===== config.mk =====
export PLATFORM = sky130hd
export DESIGN_NAME = pong_game_controller
export DESIGN_NICKNAME = d
export VERILOG_FILES = /design/src/rtl/pong_pkg.sv /design/src/rtl/pong_step_timer.sv /design/src/rtl/pong_game_controller.sv
export SDC_FILE = /design/constraint.sdc
export NUM_CORES = 1
export LEC_CHECK = 0
export CAP_MARGIN = 10
export CELL_PAD_IN_SITES_DETAIL_PLACEMENT = 0
export CELL_PAD_IN_SITES_GLOBAL_PLACEMENT = 1
export CORE_UTILIZATION = 50
export CTS_CLUSTER_DIAMETER = 50
export DETAILED_ROUTE_END_ITERATION = 7
export PLACE_DENSITY_LB_ADDON = 0.1
export SYNTH_ARGS = -nofsm -noshare
export SYNTH_HDL_FRONTEND = slang
export SYNTH_SLANG_ARGS = --single-unit
export TNS_END_PERCENT = 50

===== constraint.sdc =====
create_clock -name VGA_CLOCK -period 5.7 [get_ports VGA_CLOCK]
set_input_delay 1.14 -clock VGA_CLOCK [delete_from_list [all_inputs] [get_ports VGA_CLOCK]]
set_output_delay 1.14 -clock VGA_CLOCK [all_outputs]
set_load 0.05 [all_outputs]

===== src/rtl/pong_pkg.sv =====
`default_nettype none
// +----------------------------------------------------------------------+
// | pong_pkg : shared state encoding, timing defaults and BCD helper     |
// | Revision : 1.0                                                       |
// +----------------------------------------------------------------------+
package pong_pkg;

  typedef enum logic [2:0] {
    ST_IDLE  = 3'd0,
    ST_SERVE = 3'd1,
    ST_PLAY  = 3'd2,
    ST_MISS  = 3'd3,
    ST_OVER  = 3'd4
  } state_t;

  localparam int DEF_PERIOD_INIT  = 5000;
  localparam int DEF_PERIOD_DEC   = 250;
  localparam int DEF_PERIOD_MIN   = 1000;
  localparam int DEF_SERVE_FRAMES = 60;
  localparam int DEF_MISS_FRAMES  = 90;

  localparam int BCD_W       = 4;
  localparam int FRAME_CNT_W = 8;

  // Two-digit BCD increment that sticks at 99.
  function automatic logic [2*BCD_W-1:0] bcd_inc_sat(input logic [2*BCD_W-1:0] v);
    logic [BCD_W-1:0] lo;
    logic [BCD_W-1:0] hi;
    lo = v[BCD_W-1:0];
    hi = v[2*BCD_W-1:BCD_W];
    if (lo == BCD_W'(9) && hi == BCD_W'(9)) begin
      return v;
    end
    if (lo == BCD_W'(9)) begin
      return {hi + BCD_W'(1), BCD_W'(0)};
    end
    return {hi, lo + BCD_W'(1)};
  endfunction

endpackage
`default_nettype wire


===== src/rtl/pong_step_timer.sv =====
`default_nettype none
// +----------------------------------------------------------------------+
// | pong_step_timer : shrinking-period ball step pulse generator         |
// | Revision : 1.0                                                       |
// +----------------------------------------------------------------------+
module pong_step_timer
  import pong_pkg::*;
#(
  parameter int PERIOD_W    = 16,
  parameter int PERIOD_INIT = DEF_PERIOD_INIT,
  parameter int PERIOD_DEC  = DEF_PERIOD_DEC,
  parameter int PERIOD_MIN  = DEF_PERIOD_MIN
) (
  input  logic clk,
  input  logic rst,
  input  logic clear,
  input  logic enable,
  input  logic hit_dec,
  input  logic reload,
  output logic step
);

  localparam logic [PERIOD_W-1:0] INIT_V = PERIOD_W'(PERIOD_INIT);
  localparam logic [PERIOD_W-1:0] DEC_V  = PERIOD_W'(PERIOD_DEC);
  localparam logic [PERIOD_W-1:0] MIN_V  = PERIOD_W'(PERIOD_MIN);

  logic [PERIOD_W-1:0] period;
  logic [PERIOD_W-1:0] count;
  logic                at_end;
  logic                can_dec;

  // >= rather than == so a period shrinking below the live count still steps.
  assign at_end  = count >= (period - PERIOD_W'(1));
  assign can_dec = (period > MIN_V) && ((period - MIN_V) >= DEC_V);

  always_ff @(posedge clk or posedge rst) begin
    if (rst) begin
      period <= INIT_V;
      count  <= '0;
      step   <= 1'b0;
    end else begin
      if (reload) begin
        period <= INIT_V;
      end else if (hit_dec) begin
        period <= can_dec ? (period - DEC_V) : MIN_V;
      end

      step <= 1'b0;
      if (clear) begin
        count <= '0;
      end else if (enable) begin
        if (at_end) begin
          count <= '0;
          step  <= 1'b1;
        end else begin
          count <= count + PERIOD_W'(1);
        end
      end
    end
  end

endmodule
`default_nettype wire


===== src/rtl/pong_game_controller.sv =====
`default_nettype none
// +----------------------------------------------------------------------+
// | pong_game_controller : game sequencer, BCD score, lives, step gating |
// | Revision : 1.0                                                       |
// +----------------------------------------------------------------------+
module pong_game_controller
  import pong_pkg::*;
#(
  parameter int PERIOD_W     = 16,
  parameter int PERIOD_INIT  = DEF_PERIOD_INIT,
  parameter int PERIOD_DEC   = DEF_PERIOD_DEC,
  parameter int PERIOD_MIN   = DEF_PERIOD_MIN,
  parameter int SERVE_FRAMES = DEF_SERVE_FRAMES,
  parameter int MISS_FRAMES  = DEF_MISS_FRAMES,
  parameter int LIVES_INIT   = 3
) (
  input  logic       VGA_CLOCK,
  input  logic       RESET,
  input  logic       FRAME_START,
  input  logic       START,
  input  logic       PADDLE_HIT,
  input  logic       BALL_MISS,
  output logic       BALL_STEP,
  output logic       BALL_RECENTRE,
  output logic       BALL_VISIBLE,
  output logic       SERVE_DIR,
  output logic [7:0] SCORE,
  output logic [1:0] LIVES,
  output logic       GAME_OVER,
  output logic [2:0] STATE
);

  state_t                 state;
  state_t                 state_d;
  logic                   start_q;
  logic                   start_rise;
  logic [FRAME_CNT_W-1:0] frame_cnt;
  logic [FRAME_CNT_W-1:0] frame_cnt_d;
  logic [7:0]             score_d;
  logic [1:0]             lives_d;
  logic                   dir_d;
  logic                   recentre_d;
  logic                   tmr_clear;
  logic                   tmr_enable;
  logic                   tmr_hit;
  logic                   tmr_reload;

  assign start_rise = START & ~start_q;
  assign STATE      = state;

  always_comb begin
    state_d     = state;
    frame_cnt_d = frame_cnt;
    score_d     = SCORE;
    lives_d     = LIVES;
    dir_d       = SERVE_DIR;
    recentre_d  = 1'b0;
    tmr_hit     = 1'b0;
    tmr_reload  = 1'b0;

    case (state)
      ST_IDLE: begin
        if (start_rise) begin
          state_d    = ST_SERVE;
          recentre_d = 1'b1;
        end
      end
      ST_SERVE: begin
        if (FRAME_START) begin
          if (frame_cnt == FRAME_CNT_W'(SERVE_FRAMES - 1)) begin
            state_d = ST_PLAY;
          end else begin
            frame_cnt_d = frame_cnt + FRAME_CNT_W'(1);
          end
        end
      end
      ST_PLAY: begin
        // A miss in the same cycle as a hit discards the hit entirely.
        if (BALL_MISS) begin
          lives_d    = LIVES - 2'd1;
          dir_d      = ~SERVE_DIR;
          tmr_reload = 1'b1;
          state_d    = (LIVES == 2'd1) ? ST_OVER : ST_MISS;
        end else if (PADDLE_HIT) begin
          score_d = bcd_inc_sat(SCORE);
          tmr_hit = 1'b1;
        end
      end
      ST_MISS: begin
        if (FRAME_START) begin
          if (frame_cnt == FRAME_CNT_W'(MISS_FRAMES - 1)) begin
            state_d    = ST_SERVE;
            recentre_d = 1'b1;
          end else begin
            frame_cnt_d = frame_cnt + FRAME_CNT_W'(1);
          end
        end
      end
      ST_OVER: begin
        if (start_rise) begin
          score_d    = 8'h00;
          lives_d    = 2'(LIVES_INIT);
          dir_d      = 1'b0;
          tmr_reload = 1'b1;
          state_d    = ST_SERVE;
          recentre_d = 1'b1;
        end
      end
      default: begin
        state_d = ST_IDLE;
      end
    endcase

    if (state_d != state) begin
      frame_cnt_d = '0;
    end
  end

  // Counter held at zero outside PLAY; no step on the cycle PLAY is left.
  assign tmr_clear  = (state != ST_PLAY);
  assign tmr_enable = (state == ST_PLAY) && (state_d == ST_PLAY);

  always_ff @(posedge VGA_CLOCK or posedge RESET) begin
    if (RESET) begin
      state         <= ST_IDLE;
      start_q       <= 1'b0;
      frame_cnt     <= '0;
      SCORE         <= 8'h00;
      LIVES         <= 2'(LIVES_INIT);
      SERVE_DIR     <= 1'b0;
      BALL_RECENTRE <= 1'b0;
      BALL_VISIBLE  <= 1'b0;
      GAME_OVER     <= 1'b0;
    end else begin
      state         <= state_d;
      start_q       <= START;
      frame_cnt     <= frame_cnt_d;
      SCORE         <= score_d;
      LIVES         <= lives_d;
      SERVE_DIR     <= dir_d;
      BALL_RECENTRE <= recentre_d;
      BALL_VISIBLE  <= (state_d == ST_SERVE) || (state_d == ST_PLAY);
      GAME_OVER     <= (state_d == ST_OVER);
    end
  end

  pong_step_timer #(
    .PERIOD_W    (PERIOD_W),
    .PERIOD_INIT (PERIOD_INIT),
    .PERIOD_DEC  (PERIOD_DEC),
    .PERIOD_MIN  (PERIOD_MIN)
  ) u_step_timer (
    .clk     (VGA_CLOCK),
    .rst     (RESET),
    .clear   (tmr_clear),
    .enable  (tmr_enable),
    .hit_dec (tmr_hit),
    .reload  (tmr_reload),
    .step    (BALL_STEP)
  );

endmodule
`default_nettype wire


-- Yosys cells after proc, flatten, opt, wreduce, memory -nomap -nowiden
Cells that the tools add are included.
- flip-flop bits (word level): 59
- bits of input ports: 6
- output and inout bits: 18
- logic and storage cells: 119
- add/subtract/negate cells: 8
- magnitude comparators: 3
- equality and inequality tests: 23
- mux-type cells: 55
- bitwise gates (word level): 3
- reduce and logical (&&, ||, !) cells: 14
- operators by type and width (cell ; number):
    $mux 16 ; 6
    $mux 8 ; 12
    $pmux 8 s2 ; 2
    $mux 1 ; 21
    $mux 3 ; 7
    $add 16x1->16 const B ; 1
    $ge 16x16->1 ; 1
    $ge 16x8->1 const B ; 1
    $gt 16x10->1 const B ; 1
    $sub 16x1->16 const B ; 1
    $sub 16x10->16 const B ; 1
    $sub 16x8->16 const B ; 1
    $ne 3x3->1 const B ; 5
    $pmux 3 s4 ; 1
    $reduce_and 5->1 ; 2
    $eq 3x2->1 const B ; 3
    $add 4x1->4 const B ; 2
    $add 8x1->8 const B ; 1
    $eq 4x4->1 const B ; 2
    $eq 8x6->1 const B ; 1
    $eq 8x7->1 const B ; 1
    $ne 2x2->1 const B ; 4
    $eq 3x1->1 const B ; 2
    $eq 3x3->1 const B ; 2
    17 further kinds ; 25

-- Longest topological paths before layout
Gate-level depths: netlist of run 1.
- depth after elaboration: 15
- mapped depth: 16
- mapped depth without buffers: 15

-- Cells and area by module
A second synthesis of run 1 with hierarchy kept.
- cell total of the unflattened synthesis: 461
- area, all modules: 4087.7 µm²
- by module, submodules not included (module ; instances ; cells an instance ; area each (µm²) ; seq. area each (µm²)):
    pong_step_timer ; 1 ; 304 ; 2571.2 ; 807.0
    pong_game_controller ; 1 ; 157 ; 1516.5 ; 653.1

-- Least setup slack after synthesis of run 1
No wires, ideal clock.
- path type: flip-flop to flip-flop
- start: register u_step_timer.period[3]
- end: register u_step_timer.count[11]
- library setup time: 0.121 ns
- arrival: 3.191 ns
- data required time: 5.579 ns
- slack: 2.388 ns
- cell stages (with the launch flop): 17
- path buffers: 1
- clock period less this slack: 3.312 ns
- path through: dfstp_2 > inv_1 > ha_1 > inv_1 > o21ai_0 > nor4_1 > nand2_1 > nor3_1 > xnor2_1 > ha_1 > and4_1 > nor4b_2 > o221ai_1 > and3b_1 > buf_2 > a31o_2 > a22o_1
- longest elaborated chain between the ends: 5
- ends and longest elaborated chain (element ; line ; source):
    from (decl) ; pong_step_timer.sv:27 ; logic [PERIOD_W-1:0] period;
    from (signal assigned) ; pong_step_timer.sv:45 ; period <= can_dec ? (period - DEC_V) : MIN_V;
    $sub 16x1->16 ; pong_step_timer.sv:33 ; assign at_end = count >= (period - PERIOD_W'(1));
    $ge 16x16->1 ; pong_step_timer.sv:33 ;
    $mux 16 ; pong_step_timer.sv:52 ; if (at_end) begin
    $mux 16 ; pong_step_timer.sv:51 ; end else if (enable) begin
    $mux 16 ; pong_step_timer.sv:49 ; if (clear) begin
    to (signal assigned) ; pong_step_timer.sv:56 ; count <= count + PERIOD_W'(1);
    to (decl) ; pong_step_timer.sv:28 ; logic [PERIOD_W-1:0] count;
No other way between the ends. The select of a mux whose other input is x is not followed.
A chain may end at the register's enable or synchronous reset.

-- Final worst setup path of run 1
- start: register u_step_timer.period[3]
- end: register u_step_timer.count[7]
Same word-level chain as after synthesis.

==> impl_results.md, run 1 <==
* Status: completed
* Synth warn at 0
* Global-route wire length before repair at 15.2 mm
* Die W at 90.5 µm
* Die Y at 90.5 µm
* RSZ-0062 raised after global routing: no
* Worst Skew at 0.00749 ns
* Power Density at about 230 nW/µm²
* Antenna violations before repair at 0
* Slew Limit Fails at 0
* CTS clk-pin slew, worst paths at ~0.07 ns
* Post-synth EDFFs at 0
* IO Count at 24
* Flops & latches, synth at 58
* Startpoint Class: flip-flop
* Avg Inst Size Synth at 8.96 µm²
* # DRC at 0
* Predominant post-synthesis flop cell: dfrtp_1
* Vias in the first global route at between 3,000 and 4,000
* Nets@finish at 487
* # Max-Cap Violations at 0
* Final ANT Viol Nets at 0
* Total number of vias at between 3,000 and 4,000
* Worst-Margin Slew at 0.865 ns
* Post-Syn Instances at 437
* CP arrival at around 4.3 ns
* Req. time, crit path at around 6.0 ns
* Setup violators final at 0
* Hpwl dp at ~6.4 mm
* ANT cells at 0
* Initial Util at between 50% and 60%
* Routability Congestion at around 0.85
* Post-CTS Hold Buffers at 0
* Tcrit/Tclk final at 69.7%
* Pin count of the biggest net entering global routing at a little under 60
* Sequential-to-total area share from yosys stat at 37.3%
* Reg area at roughly 1500 µm²
* Hold Path Class: reg -> reg
* Core area at between 7000 and 8000 µm²
* Maximum fanout along the worst path at 11
* Fillcell total at ~650
* Setup TNS at 0 ns
* Hold Slack at ~0.5 ns
* DR vias/cell at around 5.8
* CTS tree: yes
* Async SR Flop Fraction at 100%
* Max VDD drop at between 0.15 and 0.2 mV
* Multi-input gate area at ~2300 µm²
* Global route total overflow at 0
* Clock buffer depth at 2
* Unique masters post-synth at 69
* Critical Path End Type: flip-flop
* Clock sink count at 58
* Layout cells sized above 1 at approximately 9.8%
* Rows at 31
* LEAKAGE at about 1.9 nW
* Highest clock rate at roughly 0.25 GHz
* Synth Net Count at ~470
* Drt wl/cell at between 15 and 20 µm
* Area growth, synth to finish at 12.4%
* Post-Synthesis Cell Area at just under 4000 µm²
* Setup repair bufs after CTS at 0
* Slew headroom at between 40% and 50%
* Worst-Skew Late Latency at between 0.3 and 0.4 ns
* Initial drt markers at ~160
* Hold Violations, Final at 0
* CTS root buffer: clkbuf_8
* GRT Total Usage at 23.3%
* CTS Buf Count at 9
* # port buffers at 23
* Die area at roughly 8000 µm²
* Min Tclk post-route at around 4.0 ns
* Post-CTS Resized at 0
* Critical path class: reg -> reg
* 1st-pass router iterations at 5
* Power Total at slightly below 1 mW
* Detailed Route WL at 9.02 mm
* Htree depth at 3
-- cells in the mapped netlist, types with 6 or more instances --
| cell type | n | share of area, % |
|---|---|---|
| nand4_1 | 9 | 1.4 |
| and3_1 | 7 | 1.1 |
| or3_1 | 6 | 0.96 |
| nor4_1 | 6 | 0.96 |
| o21ai_0 | 27 | 3.4 |
| dfstp_2 | 7 | 4.7 |
| xnor2_1 | 11 | 2.5 |
| inv_1 | 21 | 2.0 |
| a22o_1 | 7 | 1.6 |
| dfrtp_1 | 51 | 33 |
| nand2_1 | 49 | 4.7 |
| buf_2 | 10 | 1.3 |
| nor2_1 | 44 | 4.2 |
| ha_1 | 29 | 9.3 |
| nor3_1 | 9 | 1.1 |
| a21oi_1 | 22 | 2.8 |
| xor2_1 | 17 | 3.8 |
| clkbuf_1 | 7 | 0.67 |
| nand3_1 | 15 | 1.9 |
-- through the flow --
| stage | setup WS (ns) | instance area (µm²) | utilization, % | cells |
|---|---|---|---|---|
| 6_report | 1.73 | 4400 | 59.4 | 556 |
| 5_1_grt | 1.36 | 4400 | 59.4 | 556 |
| 4_1_cts | 1.75 | 4400 | 59.4 | 556 |
| 3_5_place_dp | 1.79 | 4170 | 56.3 | 540 |
| 3_3_place_gp | 1.92 | 4170 | 56.3 | 540 |
| 2_1_floorplan | 2.39 | 3920 | - | 437 |
-- placed cells by master (no fill, tap or decap), types with 9 or more instances in the layout --
cell / n
nor3_1: 9
o21ai_0: 27
xnor2_1: 11
xor2_1: 17
inv_1: 20
a21oi_1: 22
nor2_1: 44
clkdlybuf4s50_1: 23
nand2_1: 49
dfrtp_1: 51
nand3_1: 15
ha_1: 29
nand4_1: 9
clkbuf_8: 11
-- power breakdown --
part	switching, mW	total [mW]	leakage [nW]	internal, mW
clock network	0.174	0.444	0.117	0.270
logic	0.0563	0.0979	1.07	0.0416
registers	0.0213	0.449	0.751	0.428
-- path summary, 6_finish.rpt --
kind                                                            end  slack [ns]  cells past startpoint                                from
min in group asynchronous                      SCORE[0]$_DFFE_PP0P_        1.34                      3                               RESET
max in group asynchronous       u_step_timer.period[14]$_DFFE_PP0P_        3.86                      3                               RESET
worst max-delay path              u_step_timer.count[7]$_DFFE_PP0P_        1.73                     15  u_step_timer.period[3]$_DFFE_PP1P_
worst min-delay path                          SERVE_DIR$_DFFE_PP0P_        0.50                      1               SERVE_DIR$_DFFE_PP0P_
worst min register to register                SERVE_DIR$_DFFE_PP0P_        0.50                      1               SERVE_DIR$_DFFE_PP0P_
worst max register to register    u_step_timer.count[7]$_DFFE_PP0P_        1.73                     15  u_step_timer.period[3]$_DFFE_PP1P_
-- worst max-delay path: stages, from the launching register on --
cell and delay [ns]:
dfstp_2 0.63, inv_1 0.14, ha_1 0.23, inv_1 0.05
o21ai_0 0.16, nor4_1 0.29, nand2_1 0.17, nor3_1 0.22
xnor2_1 0.15, ha_1 0.26, and4_1 0.22, nor4b_2 0.16
o221ai_1 0.13, nand3_1 0.40, nor2_2 0.48, a221o_1 0.22
-- flip-flops by register name (all words and copies together), names as in the netlist --
register and count:
BALL_RECENTRE 1, BALL_VISIBLE 1, GAME_OVER 1, LIVES 2, SCORE 8, SERVE_DIR 1
STATE 3, frame_cnt 8, start_q 1, u_step_timer.count 16, u_step_timer.period 15, u_step_timer.step 1
-- routing by layer --
metal | track usage, % | vias to the layer above | part of all wire [%] | routed length [µm]
met3 | 5.39 | 12 | 4.2 | 375
met2 | 36.9 | 75 | 47 | 4210
met5 | 0 | - | 0 | 0
li1 | - | 1594 | - | -
met4 | 8.33 | 0 | 1.6 | 146
met1 | 31.3 | 1559 | 47 | 4280
-- layout make-up --
cell class                 instances  area share [%]
multi-input combinational        338            51.6
sequential                        58            33.2
timing repair buffer              24            5.40
clock buffer                      12            3.52
tap                               99            2.81
inverter                          21            1.79
clock inverter                     4            1.68
-- cell families after synthesis --
family          synth area share (%)
mux                            0.543
fa+ha+maj                       9.26
compound gates                  17.1
simple gates                    24.8
xor+xnor                        6.26
flops                           37.3
buf+inv                         4.73
(Power assumes the default switching activity.)
==> inputs of run 2 (changes only) <==
--- a/config.mk
+++ b/config.mk
@@ -8,7 +8,7 @@
 export CAP_MARGIN = 10
 export CELL_PAD_IN_SITES_DETAIL_PLACEMENT = 0
 export CELL_PAD_IN_SITES_GLOBAL_PLACEMENT = 1
-export CORE_UTILIZATION = 50
+export CORE_UTILIZATION = 46
 export CTS_CLUSTER_DIAMETER = 50
 export DETAILED_ROUTE_END_ITERATION = 7
 export PLACE_DENSITY_LB_ADDON = 0.1
==> constraint.sdc (replaced) <==
create_clock -name VGA_CLOCK -period 4.14 [get_ports VGA_CLOCK]
set_input_delay 0.828 -clock VGA_CLOCK [delete_from_list [all_inputs] [get_ports VGA_CLOCK]]
set_output_delay 0.828 -clock VGA_CLOCK [all_outputs]
set_load 0.05 [all_outputs]
==> impl_results.md, run 2 (synthesis results as in run 1) <==
* Hpwl dp at 6.31 mm (was 6.37 mm)
* Layout cells sized above 1 at 10.2% (was 9.85%)
* GRT Total Usage at 22.0% (was 23.3%)
* Maximum fanout along the worst path at 10 (was 11)
* Vias in the first global route at 2,983 (was 3,118)
* Placed instance area at 4200 µm² (was 4170 µm²)
* Hold Slack at 0.500 ns (was 0.498 ns)
* Detailed Route WL at 8.97 mm (was 9.02 mm)
* Tcrit/Tclk final at 90.8% (was 69.7%)
* Global route total overflow at 0 (unchanged)
* Final ANT Viol Nets at 0 (unchanged)
* Routability Congestion at 0.845 (was 0.853)
* Die W at 94.3 µm (was 90.5 µm)
* Status: completed (unchanged)
* Htree depth at 3 (unchanged)
* Slew headroom at 50.3% (was 41.8%)
* LEAKAGE at 1.92 nW (was 1.94 nW)
* IO Count at 24 (unchanged)
* Hold Violations, Final at 0 (unchanged)
* Comb pwr share at 10.9% (was 9.9%)
* Worst Skew at 0.0148 ns (was 0.00749 ns)
* Clock buffer depth at 2 (unchanged)
* Fillcell total at 776 (was 653)
* CTS Buf Count at 9 (unchanged)
* Slew Limit Fails at 0 (unchanged)
* Largest Register: u_step_timer.count (unchanged)
* Drt wl/cell at 15.9 µm (was 16.2 µm)
* RSZ-0062 raised after global routing: no (unchanged)
* Hold Path Class: reg -> reg (unchanged)
* Switch Pwr at 342 µW (was 251 µW)
* Antenna violations before repair at 0 (unchanged)
* Startpoint Class: flip-flop (unchanged)
* Min Tclk post-route at 3.76 ns (was 3.97 ns)
* Die area at 8890 µm² (was 8190 µm²)
* Power Total at 1.24 mW (was 991 µW)
* Highest clock rate at 0.266 GHz (was 0.252 GHz)
* Setup TNS at 0 ns (unchanged)
* Max FFs per register at 16 (unchanged)
* CTS clk-pin slew, worst paths at 0.08 ns (was 0.07 ns)
* Req. time, crit path at 4.38 ns (was 5.98 ns)
* Int Pwr at 894 µW (was 740 µW)
* Global-route wire length before repair at 14.9 mm (was 15.2 mm)
* # DRC at 0 (unchanged)
* Critical path class: reg -> reg (unchanged)
* # Max-Cap Violations at 0 (unchanged)
* CTS root buffer: clkbuf_8 (unchanged)
* Reg area at 1460 µm² (unchanged)
* CTS tree: yes (unchanged)
* Seq pwr share at 50.0% (was 45.3%)
* Initial Util at 47.7% (was 52.9%)
* Initial drt markers at 146 (was 163)
* Worst-Margin Slew at 0.745 ns (was 0.865 ns)
* Switching share of power at 27.7% (was 25.3%)
* Die Y at 94.3 µm (was 90.5 µm)
* DR vias/cell at 5.71 (was 5.83)
* 1st-pass router iterations at 5 (unchanged)
* Core area at 8220 µm² (was 7410 µm²)
* CP arrival at 3.99 ns (was 4.25 ns)
* Clock sink count at 58 (unchanged)
* Area growth, synth to finish at 11.7% (was 12.4%)
* Clk pwr share at 39.1% (was 44.8%)
* Nets@finish at 489 (was 487)
* Post-CTS Hold Buffers at 0 (unchanged)
* Worst-Skew Late Latency at 0.34 ns (about the same)
* Setup violators final at 0 (unchanged)
* Top flop regs: u_step_timer.count x16, u_step_timer.period x15 (unchanged)
* Total number of vias at 3,222 (was 3,240)
* Power Density at 283 nW/µm² (was 225 nW/µm²)
* ANT cells at 0 (unchanged)
* # port buffers at 23 (unchanged)
* Cell area after layout at 4370 µm² (was 4400 µm²)
* Max VDD drop at 0.200 mV (was 0.164 mV)
* Multi-input gate area at 2280 µm² (was 2270 µm²)
* Most frequent cells in the layout: dfrtp_1 (51), nand2_1 (49), nor2_1 (44) (unchanged)
* Critical Path End Type: flip-flop (unchanged)
* Most common cell after layout, fill and taps aside: dfrtp_1 (unchanged)
* Rows at 33 (was 31)
* Pin count of the biggest net entering global routing at 59 (unchanged)
-- run 2: layout make-up --
| type | instances | share of cell area [%] |
|---|---|---|
| clock buffers | 13 | 3.63 |
| flip-flops and latches | 58 | 33.4 |
| clock inverters | 3 | 0.343 |
| well taps | 105 | 3.00 |
| inverters | 21 | 1.80 |
| multi-input cells | 338 | 52.1 |
| repair buffers | 26 | 5.78 |
-- run 2: worst max-delay path, stage by stage (launching register included) --
cell and delay, ns:
dfstp_2 0.62, inv_1 0.13, ha_1 0.21, inv_1 0.05, o21ai_0 0.16, nor4_1 0.29, nand2_1 0.16, nor3_1 0.20
xnor2_1 0.16, ha_1 0.28, and4_1 0.19, nor4b_2 0.16, o221ai_1 0.14, and3b_1 0.38, nand3_2 0.17, o41ai_1 0.35
-- run 2: repair_timing --
| item | in CTS | in global routing |
|---|---|---|
| buffers inserted | 0 | 0 |
| endpoints found under the setup margin | 0 | 9 |
| resized for setup | 0 | 1 |
-- run 2: worst paths after layout --
check | from | end | slack (ns) | depth (start not counted)
max in group asynchronous | RESET | u_step_timer.period[2]$_DFFE_PP0P_ | 2.63 | 3
min reg2reg | SERVE_DIR$_DFFE_PP0P_ | SERVE_DIR$_DFFE_PP0P_ | 0.50 | 1
min in group asynchronous | RESET | frame_cnt[7]$_DFFE_PP0P_ | 1.01 | 3
max | u_step_timer.period[3]$_DFFE_PP1P_ | u_step_timer.count[14]$_DFFE_PP0P_ | 0.38 | 15
max reg2reg | u_step_timer.period[3]$_DFFE_PP1P_ | u_step_timer.count[14]$_DFFE_PP0P_ | 0.38 | 15
min | SERVE_DIR$_DFFE_PP0P_ | SERVE_DIR$_DFFE_PP0P_ | 0.50 | 1
-- run 2: power by group through the flow --
stage	Combinational, mW	Sequential, mW	Clock [mW]
5_1_grt	0.153	0.623	0.519
4_1_cts	0.137	0.618	0.495
3_3_place_gp	0.135	0.627	0
3_5_place_dp	0.137	0.628	0
6_report	0.135	0.618	0.483
2_1_floorplan	0.0974	0.630	0
-- run 2: through the flow --
| step | worst slack (ns) | instances | utilization [%] |
|---|---|---|---|
| 2_1_floorplan | 0.828 | 437 | - |
| 3_3_place_gp | 0.473 | 548 | 51.1 |
| 3_5_place_dp | 0.275 | 548 | 51.1 |
| 4_1_cts | 0.265 | 564 | 53.2 |
| 5_1_grt | 0.0398 | 564 | 53.2 |
| 6_report | 0.383 | 564 | 53.2 |
-- run 2: routing by layer --
layer	part of all wire [%]	up-vias	track usage, %	wire length [µm]
li1	-	1597	-	-
met1	49	1554	30.7	4390
met2	47	68	33.9	4170
met3	4.2	3	4.37	373
met4	0.36	0	6.79	32
met5	0	-	0	0
